`config.mk`:
```
export PLATFORM = sky130hd
export DESIGN_NAME = led_matrix
export DESIGN_NICKNAME = d
export VERILOG_FILES = /design/src/rtl/led_matrix.sv
export SDC_FILE = /design/constraint.sdc
export NUM_CORES = 1
export LEC_CHECK = 0
export CAP_MARGIN = 20
export CORE_ASPECT_RATIO = 1.25
export CORE_MARGIN = 8
export CORE_UTILIZATION = 55
export CTS_CLUSTER_SIZE = 30
export DETAILED_ROUTE_END_ITERATION = 7
export PLACE_DENSITY = 0.73
export SYNTH_ARGS = -nofsm -noshare
export SYNTH_HDL_FRONTEND = slang
export SYNTH_SLANG_ARGS = --single-unit
```
`constraint.sdc`:
```
create_clock -name CLK -period 13.59 [get_ports CLK]
set_input_delay 2.0385 -clock CLK [delete_from_list [all_inputs] [get_ports CLK]]
set_output_delay 2.0385 -clock CLK [all_outputs]
set_load 0.05 [all_outputs]
```
`src/rtl/led_matrix.sv`:
```
// ---------------------------------------------------------------------------
// led_matrix
//
// Column-scanned driver for a 16 x 16 LED panel. A 16-entry frame buffer
// (one 16-bit word per column) is written by a host through an asynchronous
// LOAD strobe and is scanned out one column at a time, SCAN_DIV clocks per
// column, giving a full refresh every 16*SCAN_DIV clocks.
//
// Parameters
//   SCAN_DIV    CLK cycles per displayed column (minimum 4)
//
// Ports
//   CLK         system clock, all state updates on the rising edge
//   RESET       asynchronous, active-high reset
//   column_id   buffer write address; bit 4 ignored, [3:0] select column
//   in_column   pixel data to store, bit n = row n, 1 = lit
//   LOAD        write strobe, asynchronous to CLK; a rising edge writes once
//   IN_CLR      synchronous, active-high clear of the whole frame buffer
//   column_seg  index of the column currently driven
//   out_column  row data of the driven column (registered)
//   COLUMN_CLK  one-CLK latch pulse to the panel driver per column period
//   OUT_CLR     panel blanking, high for the first two clocks of a column
// ---------------------------------------------------------------------------
module led_matrix #(
    parameter int SCAN_DIV = 256
) (
    input  logic        CLK,
    input  logic        RESET,
    input  logic [4:0]  column_id,
    input  logic [15:0] in_column,
    input  logic        LOAD,
    input  logic        IN_CLR,
    output logic [3:0]  column_seg,
    output logic [15:0] out_column,
    output logic        COLUMN_CLK,
    output logic        OUT_CLR
);

    localparam int              DIV_W    = $clog2(SCAN_DIV);
    localparam logic [DIV_W-1:0] DIV_LAST = DIV_W'(SCAN_DIV - 1);

    logic [DIV_W-1:0] div;
    logic [DIV_W-1:0] div_next;

    logic load_meta;
    logic load_sync;
    logic load_prev;
    logic load_edge;

    logic [15:0] frame [16];

    // Bit 4 of the address only aliases the upper half onto the lower half.
    logic unused_id_msb;
    assign unused_id_msb = column_id[4];

    // ------------------------------------------------------------------
    // LOAD synchronizer and rising-edge detector
    // ------------------------------------------------------------------
    // NOTE: sequential state uses non-blocking assignments so every flop
    // samples the pre-edge value of its neighbour; blocking here would
    // collapse the three-stage chain into a single flop.
    always_ff @(posedge CLK or posedge RESET) begin
        if (RESET) begin
            load_meta <= 1'b0;
            load_sync <= 1'b0;
            load_prev <= 1'b0;
        end else begin
            load_meta <= LOAD;
            load_sync <= load_meta;
            load_prev <= load_sync;
        end
    end

    // High for exactly one cycle per synchronized rising edge of LOAD.
    assign load_edge = load_sync & ~load_prev;

    // ------------------------------------------------------------------
    // Frame buffer
    // ------------------------------------------------------------------
    // NOTE: the buffer must zero asynchronously on RESET, which rules out a
    // RAM macro; it is built from flops on purpose so the reset is honoured.
    always_ff @(posedge CLK or posedge RESET) begin
        if (RESET) begin
            for (int k = 0; k < 16; k++) begin
                frame[k] <= '0;
            end
        end else if (IN_CLR) begin
            // Clear takes priority over a coinciding write.
            for (int k = 0; k < 16; k++) begin
                frame[k] <= '0;
            end
        end else if (load_edge) begin
            frame[column_id[3:0]] <= in_column;
        end
    end

    // ------------------------------------------------------------------
    // Scan timing
    // ------------------------------------------------------------------
    // NOTE: a combinational block assigns its output on every path (here via
    // a full ternary) so no latch is inferred.
    always_comb begin
        div_next = (div == DIV_LAST) ? '0 : div + 1'b1;
    end

    // Strobes are decoded from div_next and registered, so they line up
    // with div itself while staying glitch-free at the pins.
    always_ff @(posedge CLK or posedge RESET) begin
        if (RESET) begin
            div        <= '0;
            column_seg <= '0;
            out_column <= '0;
            COLUMN_CLK <= 1'b0;
            OUT_CLR    <= 1'b1;
        end else begin
            div <= div_next;
            if (div == DIV_LAST) begin
                column_seg <= column_seg + 4'd1;
            end
            // Samples the pre-edge column index, so a new column shows its
            // data one clock after column_seg changes; OUT_CLR covers that.
            out_column <= frame[column_seg];
            OUT_CLR    <= (div_next == DIV_W'(0)) || (div_next == DIV_W'(1));
            COLUMN_CLK <= (div_next == DIV_W'(2));
        end
    end

endmodule

```
# Yosys cells after proc, flatten, opt, wreduce, memory -nomap -nowiden
# Cells that the tools add are included.
[classes] n_reduce_logical=4 bitwise_logic=4 n_lt_le_gt_ge=3 n_addsub=2 n_mux=9 eq_ne=3
[op_table] op="$mux 256" count=2
[op_table] op="$bwmux 256" count=1
[op_table] op="$bmux 16 s4" count=1
[op_table] op="$demux 16 s4" count=1
[op_table] op="$mux 16" count=3
[op_table] op="$ge 5x5->1 const B" count=2
[op_table] op="$not 4->5" count=2
[op_table] op="$add 8x1->8 const B" count=1
[op_table] op="$eq 8x1->1 const B" count=1
[op_table] op="$eq 8x2->1 const B" count=1
[op_table] op="$eq 8x8->1 const B" count=1
[op_table] op="$logic_not 8->1" count=1
[op_table] op="$mux 8" count=1
[op_table] op="$lt 5x1->1 const B" count=1
[op_table] op="$add 4x1->4 const B" count=1
[op_table] op="$reduce_bool 2->1" count=1
[op_table] op="$and 1x1->1" count=1
[op_table] op="$logic_and 1x1->1" count=1
[op_table] op="$logic_or 1x1->1" count=1
[op_table] op="$not 1->1" count=1
[word_totals] elab_cells=49 output_inout_bits=22 inputBits=25 ff_bits=289

# Depth between registers and ports, before layout
# Gate-level depths: netlist of run 1.
[logic_depth] depth_word=8 depth_mapped=7 depth_no_buf=5

# Worst setup path before layout of run 1
# Ideal clock, no wire load.
[synth_timing] path_type="input to register" start="input column_id[0]" end="register frame[255] in the netlist's numbering" path_stages=5 t_required_ns=13.512 n_path_buf=1 path_slack_ns=10.334 arrival_ns=3.178 setup_ns=0.078 cell_sequence="or4b_4 > nor3_4 > buf_6 > nand2_1 > a21oi_1"
[synth_via] elab_chain_cells=8 word_cells_on_any_way=9 cone_classes="2 x order compare; 5 x mux; 1 x bitwise; 1 x reduce/logical"
[synth_rtl] element="from (decl)" line="29" text="input logic [4:0] column_id,"
[synth_rtl] element="$not 4->5 (implied by the code) *" line="93" text="frame[column_id[3:0]] <= in_column;"
[synth_rtl] element="$ge 5x5->1 (implied by the code) / $lt 5x1->1 (equally long branches)" line="93"
[synth_rtl] element="$logic_and 1x1->1 (implied by the code)" line="93"
[synth_rtl] element="$mux 16 (implied by the code)" line="93"
[synth_rtl] element="$demux 16 s4 *" line="93"
[synth_rtl] element="$bwmux 256 *" line="93"
[synth_rtl] element="$mux 256 *" line="92" text="end else if (load_edge) begin"
[synth_rtl] element="$mux 256 *" line="87" text="end else if (IN_CLR) begin"
[synth_rtl] element="to (signal, indexed assignment)" line="93"
[synth_rtl] element="to (decl)" line="50" text="logic [15:0] frame [16];"
# Mark *: on every way between the ends. The rest lies on a longest branch, timed or not. The select of a mux whose other input is x is not followed.
# A chain may end at the register's enable or synchronous reset.

# Worst setup path in the final report of run 1
[layout_timing] start="register column_seg[0]" end="output column_seg[0]"
[layout_rtl] element="from (decl)" line="33" text="output logic [3:0] column_seg,"
[layout_rtl] element="from (signal assigned)" line="118" text="column_seg <= column_seg + 4'd1;"
# No word-level cell between the ends.

==> impl_metrics.tcl, run 1 <==
set metrics [dict create \
    cp_cell_sequence "clkdlybuf4s50_1" \
    critPathLaunchType "register" \
    clk_pin_slew_ps 60 \
    skew_ps 15.0 \
    clock-root-buffer "clkbuf_16" \
    slew_violations 0 \
    drcViolationCount 0 \
    syn_inst 1396 \
    final_nets 1380 \
    crit_arrival_ps 2200 \
    yosys_warnings 0 \
    place_area_mm2 0.0139 \
    ys.flop_type "dfrtp_1" \
    drtPass1Iterations 5 \
    numPortBuffers 45 \
    max-cap-violations 0 \
    setup_viol 0 \
    ir_worst_vdd_mv 0.0799 \
    gp_congestion 0.786 \
    fp.dieW_um 156 \
    antenna_found_initial 1 \
    rsz0062_at_grt "no" \
    routed_via_density 6.09 \
    hold_class "reg -> reg" \
    yosysSeqAreaShare_pct 53.8 \
    max_stage_delay_ps 900 \
    clockBufferDepth 3 \
    wire_per_inst_um 21.2 \
    hold_viol_final 0 \
    hold_buffers 0 \
    overflow 0 \
    final_area_mm2 0.0148 \
    ys_ff_latch 289 \
    grt_pass1_wl_um 57700 \
    drt-total-wl_um 36100 \
    die_y_um 191 \
    fin_crit_sh_pct 31.2 \
    final_cell_mix "nand2_1, dfrtp_1, a21oi_1" \
    insertion_delay_ps 550 \
    required_ps 11550 \
    cts_resized 0 \
    cts_max_level 1 \
    first_global_vias 10700 \
    final_common_cell "nand2_1" \
    hpwlAfterDp_um 20600 \
    avgSynthCellArea_um2 9.63 \
    status "finished, final reports clean" \
    period_minus_slack_ps 4240 \
    cp_max_fo 25 \
    max_slew_margin_pct 26.6 \
    drive_gt1_share_pct 10.1 \
    cp_slowest_cell "clkdlybuf4s50_1" \
    ant_nets 0 \
    drtIter0Drc 1137 \
    synth_nets 1425 \
    num_vias 10400 \
    async_reset_ff_share_pct 100 \
    tns_ps 0 \
    n_antenna_cell 0 \
    synth_edf_count 0 \
    grt_max_degree 153 \
    start_util_pct 55.4 \
    synth_cell_types 39 \
    crit_type "reg -> out" \
    grt_usage_pct 24.8 \
    cts_setup_buffers 0 \
    leakage_nw 5.90 \
    worst-path-buf-inv 1 \
    coreArea_mm2 0.0243 \
    end_kind "primary output" \
    area_growth_pct 10.1 \
    cts_made_buffers 28 \
    ios 47 \
    die_area_mm2 0.0297 \
    cts_tree "yes" \
    powerDensity_mw_per_mm2 116 \
    clock_sinks 289 \
    synth_area_mm2 0.0134 \
    max_freq_ghz 0.236 \
    std_cell_rows 64 \
    worst_pin_slew_ps 1100 \
    cp_top_family "buffers and inverters" \
]
sequential cells by signal, summed over array words and instances, names as in the netlist:
name / cells
OUT_CLR: 1
load_sync: 1
div: 8
COLUMN_CLK: 1
load_prev: 1
load_meta: 1
frame: 256
column_seg: 4
out_column: 16
cells by family (layout without fill, tap and decap cells):
kind of cell	count (synthesis)	in the layout	synth area share, %
fa+ha+maj	4	4	0.372
compound gates	298	298	11.8
mux	65	65	10.8
buf+inv	140	117	4.42
flops	289	289	53.8
simple gates	591	591	18.2
xor+xnor	9	9	0.586
cell usage after synthesis, types with 5 or more instances:
master    instances  area [um^2]
nand2_1         480         1800
dfrtp_1         288         7210
a21oi_1         257         1290
clkbuf_1         88          330
nand3_1          73          365
mux4_2           64         1440
buf_2            34          170
a22oi_1          32          240
nor2_1           10         37.5
buf_1             7         26.3
buf_4             5         37.5
inv_1             5         18.8
xnor2_1           5         43.8
layout make-up:
type | instances | area, um^2
clock buffer | 45 | 846
clock inverter | 7 | 65.1
fill | 2015 | 9460
inverter | 5 | 26.3
multi-input combinational | 967 | 5630
sequential | 289 | 7240
tap | 330 | 413
timing repair buffer | 60 | 584
through the flow:
step	hold slack, ps	util [%]	setup slack, ps	cells	power, mW
2_1_floorplan	331	-	3580	1396	0.939
3_3_place_gp	334	57.2	8950	1650	0.963
3_5_place_dp	335	57.2	8860	1650	0.964
4_1_cts	349	60.9	9290	1702	1.73
5_1_grt	360	61.0	9240	1703	1.77
6_report	348	61.0	9350	1703	1.72
routing by layer:
metal | GRT usage, % | up-vias | wire length [um]
li1 | - | 4643 | -
met5 | 0 | - | 0
met2 | 42.3 | 477 | 18300
met3 | 3.61 | 86 | 2850
met1 | 30.9 | 5158 | 13600
met4 | 11.3 | 0 | 1370
worst paths after layout:
| path | cells after the start | slack [ps] | endpoint | from |
|---|---|---|---|---|
| min | 0 | 350 | load_sync | load_meta |
| max in group asynchronous | 3 | 9890 | frame[180] | RESET |
| max reg2reg | 4 | 10730 | out_column[14] | column_seg[0] |
| min in group asynchronous | 2 | 2110 | frame[68] | RESET |
| max | 1 | 9350 | column_seg[0] | column_seg[0] |
| min reg2reg | 0 | 350 | load_sync | load_meta |
report_power, final:
| part | internal [mW] | leakage (nW) | switching (mW) | total [mW] |
|---|---|---|---|---|
| clock | 0.444 | 0.442 | 0.331 | 0.775 |
| sequential | 0.866 | 4.00 | 0.00314 | 0.869 |
| combinational | 0.0166 | 1.45 | 0.0633 | 0.0799 |
| total | 1.33 | 5.90 | 0.398 | 1.72 |
No activity file was read; power rests on OpenSTA's default activity.
==> run 2, diff against run 1 <==
- PLACE_DENSITY: 0.73 -> 0.76
- clock period: 13.59 -> 3.75 ns (I/O delays scaled with it)
==> run 2 against run 1 <==
  * Critical path depth unchanged
  * Final cell count up 1.5%
  * Largest cell class unchanged
  * Highest routed layer unchanged
  * Sequential share of layout area fell by 1.4 points
  * Setup slack worse by 8500 ps
==> impl_metrics.tcl, run 2 (synthesis gave the netlist of run 1 again) <==
set metrics [dict create \
    worst_pin_slew_ps 957 \
    required_ps 3190 \
    fin_ws_ps 859 \
    drt-total-wl_um 36500 \
    fp.dieW_um 156 \
    cp_max_fo 36 \
    overflow 0 \
    grt_max_degree 120 \
    crit_arrival_ps 2330 \
    rsz0062_at_grt "no" \
    gp_congestion 0.820 \
    max_stage_delay_ps 930 \
    std_cell_rows 64 \
    place_area_mm2 0.0141 \
    leakage_nw 6.13 \
    insertion_delay_ps 560 \
    clock_sinks 289 \
    ir_worst_vdd_mv 0.387 \
    period_minus_slack_ps 2890 \
    cts_max_level 1 \
    top_regs "frame x256, out_column x16, div x8" \
    cts_tree "yes" \
    finalPower_mw 6.77 \
    crit_type "reg -> out" \
    setup_viol 0 \
    ios 47 \
    powerDensity_mw_per_mm2 444 \
    hold_buffers 0 \
    ant_nets 0 \
    drcViolationCount 0 \
    p_switching_mw 1.49 \
    cp_top_family "buffers and inverters" \
    drtIter0Drc 1189 \
    switching_share_pct 22.1 \
    final_cell_mix "nand2_1, dfrtp_1, a21oi_1" \
    skew_ps 15.4 \
    status "finished, final reports clean" \
    num_vias 10600 \
    timing.rr.start "load_prev" \
    tns_ps 0 \
    fill_cells 1916 \
    cp-startpoint "column_seg[1]" \
    hold_class "reg -> reg" \
    clk_pin_slew_ps 70 \
    largest-register "frame" \
    worst-path-buf-inv 1 \
    clock-root-buffer "clkbuf_16" \
    hold_viol_final 0 \
    slew_violations 0 \
    antenna_found_initial 0 \
    cts_setup_buffers 0 \
    max-cap-violations 0 \
    max_slew_margin_pct 35.9 \
    p_comb_share_pct 4.5 \
    max_freq_ghz 0.346 \
    cp_slowest_cell "clkdlybuf4s50_1" \
    pwr-share-clk_pct 48.9 \
    coreArea_mm2 0.0243 \
    cts_made_buffers 29 \
    hpwlAfterDp_um 21500 \
    cts_resized 0 \
    grt_usage_pct 25.2 \
    pre_cts_ws_ps 536 \
    numPortBuffers 45 \
    hp-start "load_meta" \
    p_int_mw 5.28 \
    critPathLaunchType "register" \
    clockBufferDepth 3 \
    p_seq_share_pct 46.5 \
    drive_gt1_share_pct 12.3 \
    wire_per_inst_um 21.1 \
    die_area_mm2 0.0297 \
    first_global_vias 10800 \
    start_util_pct 55.4 \
    routed_via_density 6.12 \
    n_antenna_cell 0 \
    final_common_cell "nand2_1" \
    fin_crit_sh_pct 77.1 \
    grt_pass1_wl_um 58800 \
    die_y_um 191 \
    final_nets 1405 \
    final_area_mm2 0.0152 \
    end_kind "primary output" \
    cp_cell_sequence "clkdlybuf4s50_1" \
    drtPass1Iterations 7 \
    area_growth_pct 13.4 \
    largest_reg_flops 256 \
]
==> run 2: cell types whose count changed in the layout (fill, tap and decap cells not counted), sizes merged <==
cell    previous run  this run
clkbuf            45        35
clkinv             4         9
bufinv             1         8
buf               16        40
==> run 2: power groups by stage <==
stage | Sequential [mW] | Clock, mW | Combinational, mW
finish | 3.15 | 3.31 | 0.308
global route | 3.15 | 3.47 | 0.335
CTS | 3.15 | 3.34 | 0.309
detailed placement | 3.21 | 0 | 0.308
global placement | 3.21 | 0 | 0.302
floorplan | 3.21 | 0 | 0.191
==> run 2: per-stage QoR <==
step / util, % / instances / hold WS [ps]
detailed placement: 58.3 / 1675 / 336
global placement: 58.3 / 1675 / 335
CTS: 62.8 / 1729 / 351
global route: 62.8 / 1729 / 366
floorplan: - / 1396 / 331
finish: 62.8 / 1729 / 349
==> run 2: worst paths after layout <==
path | end | slack (ps) | depth (start not counted)
setup / recovery | column_seg[1] | 860 | 1
hold / removal | load_sync | 350 | 0
setup reg to reg | frame[220] | 1230 | 4
hold reg to reg | load_sync | 350 | 0
max in group asynchronous | out_column[9] | 2250 | 3
min in group asynchronous | frame[213] | 490 | 2
==> run 2: cell type report <==
cell class | count | area (um^2) | area share (%)
clock buffers | 35 | 798 | 5.24
clock inverters | 19 | 302 | 1.98
inverters | 5 | 22.5 | 0.148
multi-input cells | 967 | 5640 | 37.0
flip-flops and latches | 289 | 7240 | 47.5
well taps | 330 | 413 | 2.71
repair buffers | 84 | 832 | 5.46
==> run 2: layer usage <==
layer	share of wire, %	global-route usage [%]
met5	0	0
met2	50	42.4
met4	3.5	10.1
met3	8.7	4.51
met1	38	31.7
==> run 3, diff against run 2 <==
- PLACE_DENSITY: 0.76 -> 0.73
- clock period: 3.75 -> 2.7 ns (I/O delays scaled with it)
==> run 3 against run 2 <==
  * Sequential share of layout area is 0.85 points lower
  * Sequential power grew 39%
  * Final cell count is 2.4% higher
  * Critical path depth stayed put
  * Clock skew down 3.1 ps
  * Power rose by 35%
  * Combinational power rose by 49%
  * Global-route usage grew 0.83 points
  * Non-clock buffer count is 40 higher
  * Via count is 1.8% higher
  * Critical endpoint is now column_seg[0]
==> impl_metrics.tcl, run 3 (synthesis gave the netlist of run 1 again) <==
set metrics [dict create \
    insertion_delay_ps 560 \
    worst_pin_slew_ps 850 \
    ant_nets 0 \
    timing.rr.start "column_seg[1]" \
    numPortBuffers 45 \
    worst-path-buf-inv 1 \
    drcViolationCount 0 \
    first_global_vias 10800 \
    max_stage_delay_ps 870 \
    drtIter0Drc 1043 \
    hold_depth 1 \
    grt_pass1_wl_um 60200 \
    cts_resized 0 \
    status "finished, final reports clean" \
    clockBufferDepth 3 \
    end_kind "primary output" \
    required_ps 2300 \
    cp-startpoint "column_seg[0]" \
    clk_pin_slew_ps 60 \
    finalPower_mw 9.11 \
    switching_share_pct 22.7 \
    pre_cts_ws_ps 312 \
    drt-total-wl_um 37500 \
    dp_cells 1715 \
    wire_per_inst_um 21.2 \
    hold_buffers 0 \
    cp_max_fo 15 \
    tns_ps 0 \
    crit_arrival_ps 2060 \
    fp.dieW_um 156 \
    reg2reg_slack_ps 510 \
    rsz0062_at_grt "no" \
    start_util_pct 55.4 \
    clock_sinks 289 \
    top_regs "frame x256, out_column x16, div x8" \
    p_int_mw 7.05 \
    final_cells 1771 \
    skew_ps 12.4 \
    grt_max_degree 82 \
    period_minus_slack_ps 2460 \
    die_y_um 191 \
    max_slew_margin_pct 43.2 \
    rr_worst_depth 4 \
    routed_via_density 6.08 \
    p_switching_mw 2.07 \
    max_freq_ghz 0.406 \
    slew_violations 0 \
    num_vias 10800 \
    fin_ws_ps 240 \
    final_common_cell "nand2_1" \
    ir_worst_vdd_mv 0.535 \
    hpwlAfterDp_um 23400 \
    hp-start "LOAD" \
    fin_crit_sh_pct 91.1 \
    crit_type "reg -> out" \
    critPathLaunchType "register" \
    final_cell_mix "nand2_1, dfrtp_1, a21oi_1" \
    leakage_nw 6.31 \
    antenna_found_initial 0 \
    pwr-share-clk_pct 46.9 \
    die_area_mm2 0.0297 \
    clock-root-buffer "clkbuf_16" \
    cts_setup_buffers 0 \
    coreArea_mm2 0.0243 \
    gp_congestion 0.841 \
    p_comb_share_pct 5.1 \
    cts_max_level 1 \
    final_nets 1446 \
    hold_class "in -> reg" \
    cts_tree "yes" \
    setup_viol 0 \
    grt_usage_pct 26.0 \
    crit_cells 1 \
    std_cell_rows 64 \
    n_antenna_cell 0 \
    cts_made_buffers 30 \
    powerDensity_mw_per_mm2 587 \
    max-cap-violations 0 \
    hold_viol_final 0 \
    cp_top_family "buffers and inverters" \
    largest_reg_flops 256 \
    cp_cell_sequence "clkdlybuf4s50_1" \
    p_seq_share_pct 48.0 \
    cp_slowest_cell "clkdlybuf4s50_1" \
    drtPass1Iterations 5 \
    largest-register "frame" \
    hold_ws_ps 286 \
    ios 47 \
    drive_gt1_share_pct 14.5 \
    overflow 0 \
    area_growth_pct 15.4 \
]
==> run 3: area by class of cell <==
| type | count | area (um^2) |
|---|---|---|
| tap | 330 | 413 |
| inverter | 5 | 22.5 |
| timing repair buffer | 124 | 1180 |
| clock inverter | 9 | 101 |
| clock buffer | 47 | 936 |
| multi-input combinational | 967 | 5630 |
| sequential | 289 | 7240 |
| fill | 1928 | 8740 |
==> run 3: per-stage QoR <==
stage / util [%] / instance area, um^2
global placement: 59.7 / 14500
global route: 64.0 / 15500
finish: 64.0 / 15500
detailed placement: 59.7 / 14500
CTS: 64.0 / 15500
floorplan: - / 13400
==> run 3: per-layer routing <==
metal / vias up / GRT usage (%) / wire length, um
met5: - / 0 / 0
met4: 0 / 11.4 / 1510
met3: 105 / 4.35 / 2980
met2: 500 / 43.4 / 18700
met1: 5391 / 32.9 / 14300
li1: 4778 / - / -
==> run 3: power by group through the flow <==
stage,Sequential (mW),Clock (mW),Combinational (mW)
global placement,4.45,0,0.452
finish,4.38,4.27,0.460
CTS,4.38,4.30,0.460
global route,4.38,4.48,0.498
floorplan,4.46,0,0.265
detailed placement,4.46,0,0.458
==> run 3: worst register-to-register path: stages, from the launching register on <==
cell and delay [ps]:
dfrtp_4 850, buf_4 350, mux4_2 330, a22oi_1 310
nand2_1 190
==> run 3: worst paths after layout <==
check,end
worst max-delay path,column_seg[0]
worst min-delay path,load_meta
worst max register to register,out_column[11]
worst min register to register,load_sync
max in group asynchronous,frame[144]
min in group asynchronous,column_seg[2]
